File: config.mk
export PLATFORM = sky130hd
export DESIGN_NAME = snes_pad_scanner
export DESIGN_NICKNAME = d
export VERILOG_FILES = /design/src/rtl/snes_pad_scanner.sv
export SDC_FILE = /design/constraint.sdc
export NUM_CORES = 1
export LEC_CHECK = 0
export BUFFER_PORTS_ARGS = -buffer_cell sky130_fd_sc_hd__buf_2
export CAP_MARGIN = 15
export CORE_MARGIN = 2
export CORE_UTILIZATION = 57
export CTS_BUF_LIST = sky130_fd_sc_hd__clkbuf_4
export DETAILED_ROUTE_END_ITERATION = 6
export HOLD_SLACK_MARGIN = 0.08
export PLACE_DENSITY = 0.8
export SLEW_MARGIN = 20
export SYNTH_ARGS = -nofsm -noshare
export SYNTH_HDL_FRONTEND = slang
export SYNTH_SLANG_ARGS = --single-unit
File: constraint.sdc
create_clock -name CLK -period 2.4 [get_ports CLK]
set_input_delay 0.12 -clock CLK [delete_from_list [all_inputs] [get_ports CLK]]
set_output_delay 0.12 -clock CLK [all_outputs]
set_load 0.005 [all_outputs]
File: src/rtl/snes_pad_scanner.sv
// SNES pad scanner: polls five serial SNES pads over a shared LATCH/CLK pair,
// remaps each 16-bit report onto the 12 Mega Drive button lines and presents
// active-low per-pad vectors for the multitap's P1..P5 button inputs.
module snes_pad_scanner #(
    parameter int HALF_PERIOD = 256,
    parameter int POLL_PERIOD = 894886,
    parameter bit DEBOUNCE    = 1'b1
) (
    input  logic        CLK,
    input  logic        RESET_N,
    input  logic        ENABLE,
    input  logic        FORCE,
    input  logic [4:0]  PAD_DATA,
    output logic        PAD_LATCH,
    output logic        PAD_CLK,
    output logic [11:0] P1_BTN,
    output logic [11:0] P2_BTN,
    output logic [11:0] P3_BTN,
    output logic [11:0] P4_BTN,
    output logic [11:0] P5_BTN,
    output logic        BUSY,
    output logic        FRAME
);

    localparam int HW = $clog2(2 * HALF_PERIOD);
    localparam int PW = (POLL_PERIOD > 1) ? $clog2(POLL_PERIOD) : 1;

    localparam logic [HW-1:0] HALF_LAST  = HW'(HALF_PERIOD - 1);
    localparam logic [HW-1:0] LATCH_LAST = HW'(2 * HALF_PERIOD - 1);
    localparam logic [PW-1:0] POLL_LAST  = PW'(POLL_PERIOD - 1);

    localparam logic [1:0] S_IDLE   = 2'd0;
    localparam logic [1:0] S_LATCH  = 2'd1;
    localparam logic [1:0] S_SHIFT  = 2'd2;
    localparam logic [1:0] S_COMMIT = 2'd3;

    logic [1:0]        state_q, state_d;
    logic [HW-1:0]     tmr_q, tmr_d;
    logic              phase_q, phase_d;      // 0 = PAD_CLK high half, 1 = low half
    logic [3:0]        bit_q, bit_d;
    logic [PW-1:0]     poll_q, poll_d;
    logic              pending_q, pending_d;
    logic [4:0]        sync1_q, sync2_q;
    logic [4:0][15:0]  word_q;
    logic [4:0][15:0]  prev_q;
    logic [4:0][11:0]  btn_q;
    logic              frame_q;
    logic              commit;
    logic              sample;
    logic              poll_wrap;
    logic [4:0]        load;

    // SNES word -> {Z,Y,X,MODE,START,C,B,A,RIGHT,LEFT,DOWN,UP}; both sides active-low
    function automatic logic [11:0] map_md(input logic [15:0] w);
        return {w[11], w[9], w[10], w[2], w[3], w[8], w[0], w[1], w[7], w[6], w[5], w[4]};
    endfunction

    // Two-flop synchroniser on each pad data pin; idles at the pulled-up level
    always_ff @(posedge CLK or negedge RESET_N) begin
        if (!RESET_N) begin
            sync1_q <= '1;
            sync2_q <= '1;
        end else begin
            sync1_q <= PAD_DATA;
            sync2_q <= sync1_q;
        end
    end

    assign poll_wrap = ENABLE && (poll_q == POLL_LAST);
    assign sample    = (state_q == S_SHIFT) && !phase_q && (tmr_q == HALF_LAST);

    // Scan sequencer, poll timer and the single-entry scan request
    always_comb begin
        state_d   = state_q;
        tmr_d     = tmr_q;
        phase_d   = phase_q;
        bit_d     = bit_q;
        pending_d = pending_q;
        commit    = 1'b0;
        poll_d    = poll_wrap ? '0 : poll_q + PW'(1);

        if (state_q == S_IDLE && FORCE) pending_d = 1'b1;

        case (state_q)
            S_IDLE: begin
                if (pending_q) begin
                    state_d   = S_LATCH;
                    tmr_d     = '0;
                    pending_d = 1'b0;
                end
            end
            S_LATCH: begin
                if (tmr_q == LATCH_LAST) begin
                    state_d = S_SHIFT;
                    tmr_d   = '0;
                    phase_d = 1'b0;
                    bit_d   = 4'd0;
                end else begin
                    tmr_d = tmr_q + HW'(1);
                end
            end
            S_SHIFT: begin
                if (tmr_q == HALF_LAST) begin
                    tmr_d = '0;
                    if (!phase_q) begin
                        phase_d = 1'b1;
                    end else begin
                        phase_d = 1'b0;
                        if (bit_q == 4'd15) state_d = S_COMMIT;
                        else                bit_d   = bit_q + 4'd1;
                    end
                end else begin
                    tmr_d = tmr_q + HW'(1);
                end
            end
            default: begin
                commit  = 1'b1;
                state_d = S_IDLE;
            end
        endcase

        // A wrap that lands while a request is being consumed starts the next scan
        if (poll_wrap) pending_d = 1'b1;

        // Disabling abandons any scan in flight and restarts the poll interval
        if (!ENABLE) begin
            state_d   = S_IDLE;
            pending_d = 1'b0;
            poll_d    = '0;
            commit    = 1'b0;
        end
    end

    // Control state registers
    always_ff @(posedge CLK or negedge RESET_N) begin
        if (!RESET_N) begin
            state_q   <= S_IDLE;
            tmr_q     <= '0;
            phase_q   <= 1'b0;
            bit_q     <= 4'd0;
            poll_q    <= '0;
            pending_q <= 1'b0;
        end else begin
            state_q   <= state_d;
            tmr_q     <= tmr_d;
            phase_q   <= phase_d;
            bit_q     <= bit_d;
            poll_q    <= poll_d;
            pending_q <= pending_d;
        end
    end

    // Capture bit i of every pad on the last cycle of the PAD_CLK-high half
    always_ff @(posedge CLK) begin
        if (sample) begin
            for (int p = 0; p < 5; p++) word_q[p][bit_q] <= sync2_q[p];
        end
    end

    // A pad loads when debounce is off or its word repeats the previous scan
    always_comb begin
        load = '0;
        for (int p = 0; p < 5; p++) begin
            load[p] = commit && (!DEBOUNCE || (word_q[p] == prev_q[p]));
        end
    end

    // Button vectors, previous-scan words and the FRAME strobe
    always_ff @(posedge CLK or negedge RESET_N) begin
        if (!RESET_N) begin
            btn_q   <= {5{12'hFFF}};
            prev_q  <= {5{16'hFFFF}};
            frame_q <= 1'b0;
        end else begin
            frame_q <= |load;
            for (int p = 0; p < 5; p++) begin
                if (commit)  prev_q[p] <= word_q[p];
                if (load[p]) btn_q[p]  <= map_md(word_q[p]);
            end
        end
    end

    assign PAD_LATCH = (state_q == S_LATCH);
    assign PAD_CLK   = !((state_q == S_SHIFT) && phase_q);
    assign BUSY      = (state_q != S_IDLE);
    assign FRAME     = frame_q;
    assign P1_BTN    = btn_q[0];
    assign P2_BTN    = btn_q[1];
    assign P3_BTN    = btn_q[2];
    assign P4_BTN    = btn_q[3];
    assign P5_BTN    = btn_q[4];

endmodule

==> flow_summary.ini, run 1 <==
[place]
place.gp.congestion = 0.788
hpwl_mm = 14.6
postPlaceCellArea_um2 = 12200
port_buffers = 72

[job]
cap_viol_max_count = 0

[drt]
ant_nets = 0
vias_per_cell = 5.22
post_drt_wl_per_cell_um = 16.9
routed_wl_mm = 22.1
drt_first_iter_violations = 338
num_vias = 6816
drc_errors = 0
dr.pass1.iters = 4

[yosys]
ys_ff_latch = 268
yosysSeqAreaShare_pct = 64.5
yosys.area.top_type = dfstp_2
synth_simple_gate_area_share_pct = 10.3
synth_mux_area_share_pct = 12.6
yosys_warnings = 0
synthArstFlopShare_pct = 70.1
synthesis.nets = 827
synth_edf_count = 80
synth-compound-area-share_pct = 1.68
synthFlopType = dfstp_2
ys_types = 43
netlist_instances = 804
avgSynthCellArea_um2 = 14.1
syn_area_um2 = 11300
synthAdderAreaFrac_pct = 1.55
synth_top_family_by_area = multiplexers
yosysTopAreaCellShare_pct = 34.8
synth_area_leaders = dfstp_2, edfxtp_1, mux2_2
synthXorXnorAreaFrac_pct = 7.66

[floorplanning]
die_width_um = 145
initial_core_util_pct = 58.1
ios = 73
die-area_um2 = 21000
die_h_um = 145
core_um2 = 19500
rows = 51

[cells_and_area]
final_common_cell = dfstp_2
finalInstanceArea_um2 = 13400
syn2layout_area_growth_pct = 18.3
layout-drive-gt1-share_pct = 51.4
layout_common_cells = dfstp_2, clkbuf_4, nand2_1
fillers = 1348
final_nets = 1011

[clocking]
cts_tree = built
h-tree-depth = 3
clkTransAtPathRegs_ns = 0.06
cts_buffers = 70
clock_sinks = 268
clk_latency_ns = 0.67
clockBufferDepth = 3
root_buffer = clkbuf_4

[setup_path]
path_max_fanout = 5
crit_chain = ha_2, and3_4, and3_4, and3_4, ha_4, nand2b_4, nor2_4, buf_6, nand2_4, nor2_2, buf_6
critPathArrivalTime_ns = 2.70
cp-start-kind = flip-flop
crit_path_top_delay_cell = dfrtp_1
worst_path_most_repeated_cell = and3_4
required_ns = 2.75
crit_type = reg2reg
cp_top_family = simple AND/OR/NAND/NOR gates
crit_path_end_kind = flip-flop
slowest_delay_ns = 0.36
cp_num_buf_inv = 2

[pwr]
ir_worst_vdd_mv = 0.584
p_leak_nw = 5.89
powerDensity_nw_per_um2 = 820

[global_route]
grt.busiest_layer = met2
antenna_found_initial = 1
grtUsageTotal_pct = 21.0
grt_max_degree = 64
overflow = 0
first_global_vias = 6917
globalRouteMet2Util_pct = 33.5
grt_pass1_wl_mm = 35.1
use_met3_pct = 4.97
grt.met1_usage_pct = 27.9

[timing]
finalMaxSlewViolations = 0
setup_viol = 0
worst_pin_slew_ns = 0.760
finClkSkew_ns = 0.0395
hold_violations = 0
rsz0062_at_grt = true
fin_crit_sh_pct = 98.2
fin_hold_ws_ns = 0.135
relSlewSlack_pct = 49.1
max_freq_mhz = 424
period_needed_ns = 2.36

[worst_hold_path]
min-delay-path-class = in2reg

[run_status]
status = finished, final reports clean
-- sequential cells by signal, indices dropped and copies added, names as in the netlist, 2 cells and up --
| name | cells |
|---|---|
| prev_q | 80 |
| word_q | 80 |
| poll_q | 20 |
| P1_BTN | 12 |
| P2_BTN | 12 |
| P3_BTN | 12 |
| P4_BTN | 12 |
| P5_BTN | 12 |
| tmr_q | 9 |
| sync1_q | 5 |
| sync2_q | 5 |
| bit_q | 4 |
| state_q | 2 |
-- kinds of logic (layout without fill, tap and decap cells) --
family	Yosys count	count (layout)
buf+inv	35	271
fa+ha+maj	14	14
compound gates	34	34
other cells	0	1
mux	117	117
xor+xnor	99	99
flops	268	268
simple gates	237	237
-- report_power, final --
group	internal, W	leakage, nW	switching (W)
clock network	0.00199	0.522	0.00178
logic	0.000761	2.57	0.000673
registers	0.00545	2.80	0.000322
-- metal layers --
metal / vias up / share of wire (%)
met5: - / 0
li1: 3221 / -
met2: 169 / 48
met3: 36 / 5.1
met1: 3390 / 44
met4: 0 / 2.5
-- layout make-up --
type	count	area, µm²	share of cell area (%)
Sequential cell	268	7290	54.5
Multi-Input combinational cell	501	3940	29.5
Timing Repair Buffer	135	906	6.77
Clock buffer	97	728	5.44
Tap cell	265	332	2.48
Clock inverter	27	131	0.982
Inverter	12	45.0	0.337
Antenna cell	1	2.50	0.0187
-- synth_stat cells, types with 2 or more instances --
cell type  count
nor3_2         2
or3_4          2
mux2_4        30
inv_1         12
nand2_1      100
ha_1          14
nor3_1         9
nor4_1         7
buf_4          3
dfrtp_1       38
nor2b_1        3
nand4_2        4
and2_1         2
xnor2_1       36
and3_1         8
nor2_1        49
xor2_1        63
a22o_1         2
nor4_2         3
a21oi_1        7
mux2_2        86
clkbuf_1       2
o21ai_0       19
buf_2         13
edfxtp_1      80
nand2b_1       5
buf_6          5
and4bb_2       2
dfstp_2      150
nand4_1       22
nand3_1       14
-- through the flow --
step	instances	setup TNS [ns]	utilization, %	worst slack, ns	total power (W)
2_1_floorplan	804	-0.148	-	-0.00988	0.00682
3_3_place_gp	1162	-0.170	62.8	-0.0378	0.00712
3_5_place_dp	1162	-3.42	62.8	-0.129	0.00721
4_1_cts	1298	0	68.0	0.0127	0.0110
5_1_grt	1306	-0.927	68.8	-0.0600	0.0116
6_report	1306	0	68.8	0.0440	0.0110
-- timing repair --
action                                  in CTS  in global routing
hold buffers                                12                  0
endpoints found under the hold margin      121                  0
buffers inserted                             0                  7
pin swaps                                    0                  6
endpoints found under the setup margin      85                 93
gates resized for setup                      7                 28
-- worst paths after layout --
kind                         endpoint  cells past startpoint        start  slack [ns]
max                        word_q[45]                     11     tmr_q[0]        0.04
min                        sync1_q[3]                      2  PAD_DATA[3]        0.14
max in group asynchronous   poll_q[9]                      3      RESET_N        0.80
min in group asynchronous   P5_BTN[9]                      2      RESET_N        0.40
max reg2reg                word_q[45]                     11     tmr_q[0]        0.04
min reg2reg                sync2_q[3]                      0   sync1_q[3]        0.34
Power figures use the tool's default switching activity.
==> inputs of run 2 (changes only) <==
Settings changed: REMOVE_ABC_BUFFERS from default to 1.
==> run 2 against run 1 <==
Clock-buffer cell count increased by 9. Power increased by 1.6%. Worst hold slack about the same. Global-route usage increased by 1.1 points. Sequential power about the same. Cell count decreased by 1.1%. Fmax increased by 0.45%. Core utilization decreased by 0.35 points. Register-to-register slack about the same. Sequential cell count unchanged. Die area unchanged. Critical endpoint is now word_q[66]. Highest routed layer unchanged. Critical path depth unchanged.
==> flow_summary.ini, run 2 (synthesis results as in run 1) <==
[setup_path]
rr_startpoint = tmr_q[1]
reg2regPathDepth = 11
r2r_end = word_q[66]
crit_chain = ha_2, and3_4, and3_4, and3_4, ha_4, nand2b_1, nor2_1, buf_4, nand2_2, nor3_2, buf_4
reg2reg_setup_slack_ns = 0.05
critPathArrivalTime_ns = 2.72
required_ns = 2.78
crit_path_top_delay_cell = dfrtp_1
slowest_delay_ns = 0.37
crit_type = reg2reg
path_max_fanout = 5
crit_path_end_kind = flip-flop
worst_path_most_repeated_cell = and3_4
cp-start-kind = flip-flop

[clocking]
clkTransAtPathRegs_ns = 0.07
root_buffer = clkbuf_4
cts_buffers = 69
h-tree-depth = 3
clockBufferDepth = 3
clk_latency_ns = 0.67
clock_sinks = 268
cts_tree = built

[timing]
relSlewSlack_pct = 65.0
finClkSkew_ns = 0.0527
period_needed_ns = 2.35
fin_crit_sh_pct = 97.7
rsz0062_at_grt = true
max_freq_mhz = 426
fin_hold_ws_ns = 0.135
hold_violations = 0
finalMaxSlewViolations = 0
setup_viol = 0
worst_pin_slew_ns = 0.523

[global_route]
grtUsageTotal_pct = 22.1
grt_pass1_wl_mm = 36.7
first_global_vias = 7082
grt_max_degree = 47
overflow = 0
antenna_found_initial = 1

[floorplanning]
die_h_um = 145
initial_core_util_pct = 58.1
ios = 73
die-area_um2 = 21000
rows = 51
die_width_um = 145
core_um2 = 19500

[pwr]
p_leak_nw = 5.85
powerDensity_nw_per_um2 = 837
p_total_w = 0.0111
ir_worst_vdd_mv = 0.521

[drt]
ant_nets = 0
vias_per_cell = 5.29
drt_first_iter_violations = 396
post_drt_wl_per_cell_um = 17.6
dr.pass1.iters = 6
routed_wl_mm = 22.7
drc_errors = 0
num_vias = 6824

[worst_hold_path]
hold_depth = 2
min-delay-start = PAD_DATA[4]
min-delay-path-class = in2reg
holdPathEnd = sync1_q[4]

[place]
place.gp.congestion = 0.826
dp_cells = 1156
postPlaceCellArea_um2 = 12200
hpwl_mm = 15.0
port_buffers = 72

[cells_and_area]
finalNonFillerCells = 1291
top_regs = prev_q (80), word_q (80), poll_q (20)
layout_common_cells = dfstp_2, clkbuf_4, nand2_1
finalInstanceArea_um2 = 13300
syn2layout_area_growth_pct = 17.7
layout-drive-gt1-share_pct = 51.3
fillers = 1317
final_nets = 996
final_common_cell = dfstp_2

[job]
cap_viol_max_count = 0

[run_status]
status = finished, final reports clean
## run 2: layout make-up
class | instances | area [µm²] | area share [%]
Clock buffer | 106 | 796 | 5.98
Antenna cell | 1 | 2.50 | 0.0188
Timing Repair Buffer | 121 | 808 | 6.07
Inverter | 12 | 45.0 | 0.338
Multi-Input combinational cell | 501 | 3940 | 29.6
Clock inverter | 17 | 103 | 0.771
Sequential cell | 268 | 7290 | 54.8
Tap cell | 265 | 332 | 2.49
## run 2: how the worst max path moves through the flow
stage / from / to / slack [ns] / cells after the start
after global routing: tmr_q[1] / word_q[50] / -0.04 / 11
final: tmr_q[1] / word_q[66] / 0.05 / 11
after detailed placement: tmr_q[1] / word_q[2] / -0.07 / 11
after floorplan: state_q[0] / P3_BTN[0] / -0.22 / 5
after global placement: tmr_q[1] / word_q[9] / 0.07 / 11
after CTS: tmr_q[1] / word_q[51] / 0.01 / 11
## run 2: timing repair
item / CTS / global route
setup endpoints to repair: 24 / 87
setup buffers: 0 / 0
hold buffers: 11 / 0
pin swaps: 0 / 2
hold endpoints to repair: 108 / 0
resized for setup: 6 / 24
## run 2: worst max-delay path: cells and delay by family (launching register included)
kind | cells | cell delay [ns]
buffers and inverters | 2 | 0.36
AND/OR/NAND/NOR | 7 | 1.02
adder cells (fa/ha/maj) | 2 | 0.34
flip-flops | 1 | 0.37
## run 2: where the power goes
group	total, W	switching (W)	internal (W)
registers	0.00578	0.000329	0.00545
logic	0.00143	0.000675	0.000750
clock network	0.00395	0.00182	0.00213
## run 2: layer usage
layer	routed length, µm	GRT usage (%)	share of wire (%)	vias up
li1	-	-	-	3188
met1	9410	27.8	41	3381
met2	11400	36.6	50	205
met3	1260	5.50	5.5	50
met4	714	9.85	3.1	0
met5	0	0	0	-
## run 2: metrics by stage
step / worst slack, ns / setup TNS (ns) / utilization (%)
floorplan: -0.215 / -7.97 / -
global placement: 0.0738 / 0 / 62.6
detailed placement: -0.0704 / -1.30 / 62.6
CTS: 0.0135 / 0 / 67.9
global route: -0.0446 / -0.650 / 68.4
finish: 0.0547 / 0 / 68.4
==> inputs of run 3 (changes only) <==
Settings changed: BUFFER_PORTS_ARGS -buffer_cell sky130_fd_sc_hd__buf_2 to default, CORE_UTILIZATION 57 to 59, DONT_BUFFER_PORTS from default to 1, PLACE_DENSITY 0.8 to 0.86.
==> run 3 against run 2 <==
The run now ends with hold timing, setup timing left. Sequential power hardly changed. Via count fell by 1.3%. Clock power increased by 4%. Non-clock buffer count shrank 66. Routed wire length is 1.6% higher. Power increased by 0.71%. Clock skew decreased by 0.0046 ns. Die area shrank 3.3%. First-iteration DRC count is 2.8% lower. Clock-buffer cell count decreased by 8. Final area decreased by 2.4%. Global-route usage rose by 0.91 points. Largest cell class unchanged. Highest routed layer unchanged.
==> flow_summary.ini, run 3 (synthesis results as in run 1) <==
[run_status]
status = finished, violations left
violations = hold timing, setup timing

[floorplanning]
ios = 73
die_h_um = 142
die_width_um = 142
initial_core_util_pct = 60.3
rows = 50
die-area_um2 = 20300
core_um2 = 18800

[timing]
fin_crit_sh_pct = 101
postLayoutSetupSlackWorst_ns = -0.0323
rsz0062_at_grt = true
finalMaxSlewViolations = 0
setup_viol = 3
period_needed_ns = 2.43
fin_hold_ws_ns = -0.862
max_freq_mhz = 411
finClkSkew_ns = 0.0481
worst_pin_slew_ns = 0.533
hold_violations = 188
relSlewSlack_pct = 64.4

[cells_and_area]
final_common_cell = dfstp_2
top_regs = prev_q (80), word_q (80), poll_q (20)
layout-drive-gt1-share_pct = 48.1
final_util_pct = 69.2
syn2layout_area_growth_pct = 14.8
final_nets = 929
layout_common_cells = dfstp_2, clkbuf_4, nand2_1
finalInstanceArea_um2 = 13000

[clocking]
h-tree-depth = 3
hold_buffers = 12
root_buffer = clkbuf_4
cts_buffers = 68
clkTransAtPathRegs_ns = 0.07
clk_latency_ns = 0.69
clock_sinks = 268
cts_tree = built
clockBufferDepth = 3

[global_route]
first_global_vias = 7128
antenna_found_initial = 1
overflow = 0
grt_pass1_wl_mm = 36.2
grt_max_degree = 189
grtUsageTotal_pct = 23.1

[worst_hold_path]
min-delay-path-class = in2async

[setup_path]
worst_path_most_repeated_cell = and3_4
crit_path_top_delay_cell = dfrtp_1
cp_num_buf_inv = 2
cp-start-kind = flip-flop
path_max_fanout = 5
crit_path_end_kind = flip-flop
critPathArrivalTime_ns = 2.80
required_ns = 2.77
cp_top_family = simple AND/OR/NAND/NOR gates
crit_type = reg2reg
slowest_delay_ns = 0.36
crit_chain = ha_2, and3_4, and3_4, and3_4, ha_4, nand2b_4, nor2_4, buf_4, nand2_4, nor3_2, buf_4

[place]
place.gp.congestion = 0.862
dp_slack_ns = -0.153
hpwl_mm = 14.4
postPlaceCellArea_um2 = 11800
port_buffers = 0

[drt]
post_drt_wl_per_cell_um = 19.4
drt_first_iter_violations = 385
vias_per_cell = 5.66
ant_nets = 0
dr.pass1.iters = 4
routed_wl_mm = 23.1
drc_errors = 0
num_vias = 6737

[pwr]
p_leak_nw = 5.49
powerDensity_nw_per_um2 = 864
ir_worst_vdd_mv = 0.444

[job]
cap_viol_max_count = 0
==> run 3: report_power, final <==
group	switching [W]	leakage, nW	internal, W	total (W)
registers	0.000351	2.80	0.00545	0.00580
logic	0.000612	2.16	0.000722	0.00133
clock network	0.00188	0.526	0.00221	0.00409
total	0.00284	5.49	0.00838	0.0112
==> run 3: timing repair <==
item	in CTS	in global routing
pin swaps	0	4
gates resized for setup	6	38
endpoints found under the hold margin	231	188
setup buffers	0	4
endpoints found under the setup margin	80	94
==> run 3: path summary, 6_finish.rpt <==
| kind | endpoint | cells past startpoint | from | slack [ns] |
|---|---|---|---|---|
| setup / recovery | word_q[33] | 11 | tmr_q[1] | -0.03 |
| hold / removal | FRAME | 0 | RESET_N | -0.86 |
| setup reg to reg | word_q[33] | 11 | tmr_q[1] | -0.03 |
| hold reg to reg | sync2_q[1] | 0 | sync1_q[1] | 0.36 |
| max in group asynchronous | sync1_q[0] | 0 | RESET_N | 2.97 |
| min in group CLK | pending_q | 3 | FORCE | 0.25 |
==> run 3: stage by stage <==
step | TNS [ns] | power, W | std cells | hold WS (ns)
after floorplan | -7.97 | 0.00680 | 781 | -0.176
after global placement | -0.573 | 0.00702 | 1054 | -0.166
after detailed placement | -5.77 | 0.00713 | 1054 | -0.166
after CTS | 0 | 0.0113 | 1185 | -0.920
after global routing | -2.33 | 0.0118 | 1190 | -0.935
final | -0.0816 | 0.0112 | 1190 | -0.862
==> run 3: cell type report <==
type	count	area (µm²)
Clock inverter	21	173
Antenna cell	1	2.50
Inverter	12	45.0
Clock buffer	98	736
Timing Repair Buffer	55	458
Sequential cell	268	7290
Multi-Input combinational cell	501	3990
Tap cell	234	293
Fill cell	1173	5780
==> run 3: metal layers <==
layer	share of wire [%]	GRT usage (%)
met4	2.2	10.2
met1	41	27.5
met5	0	0
met2	52	39.4
met3	5.1	6.22
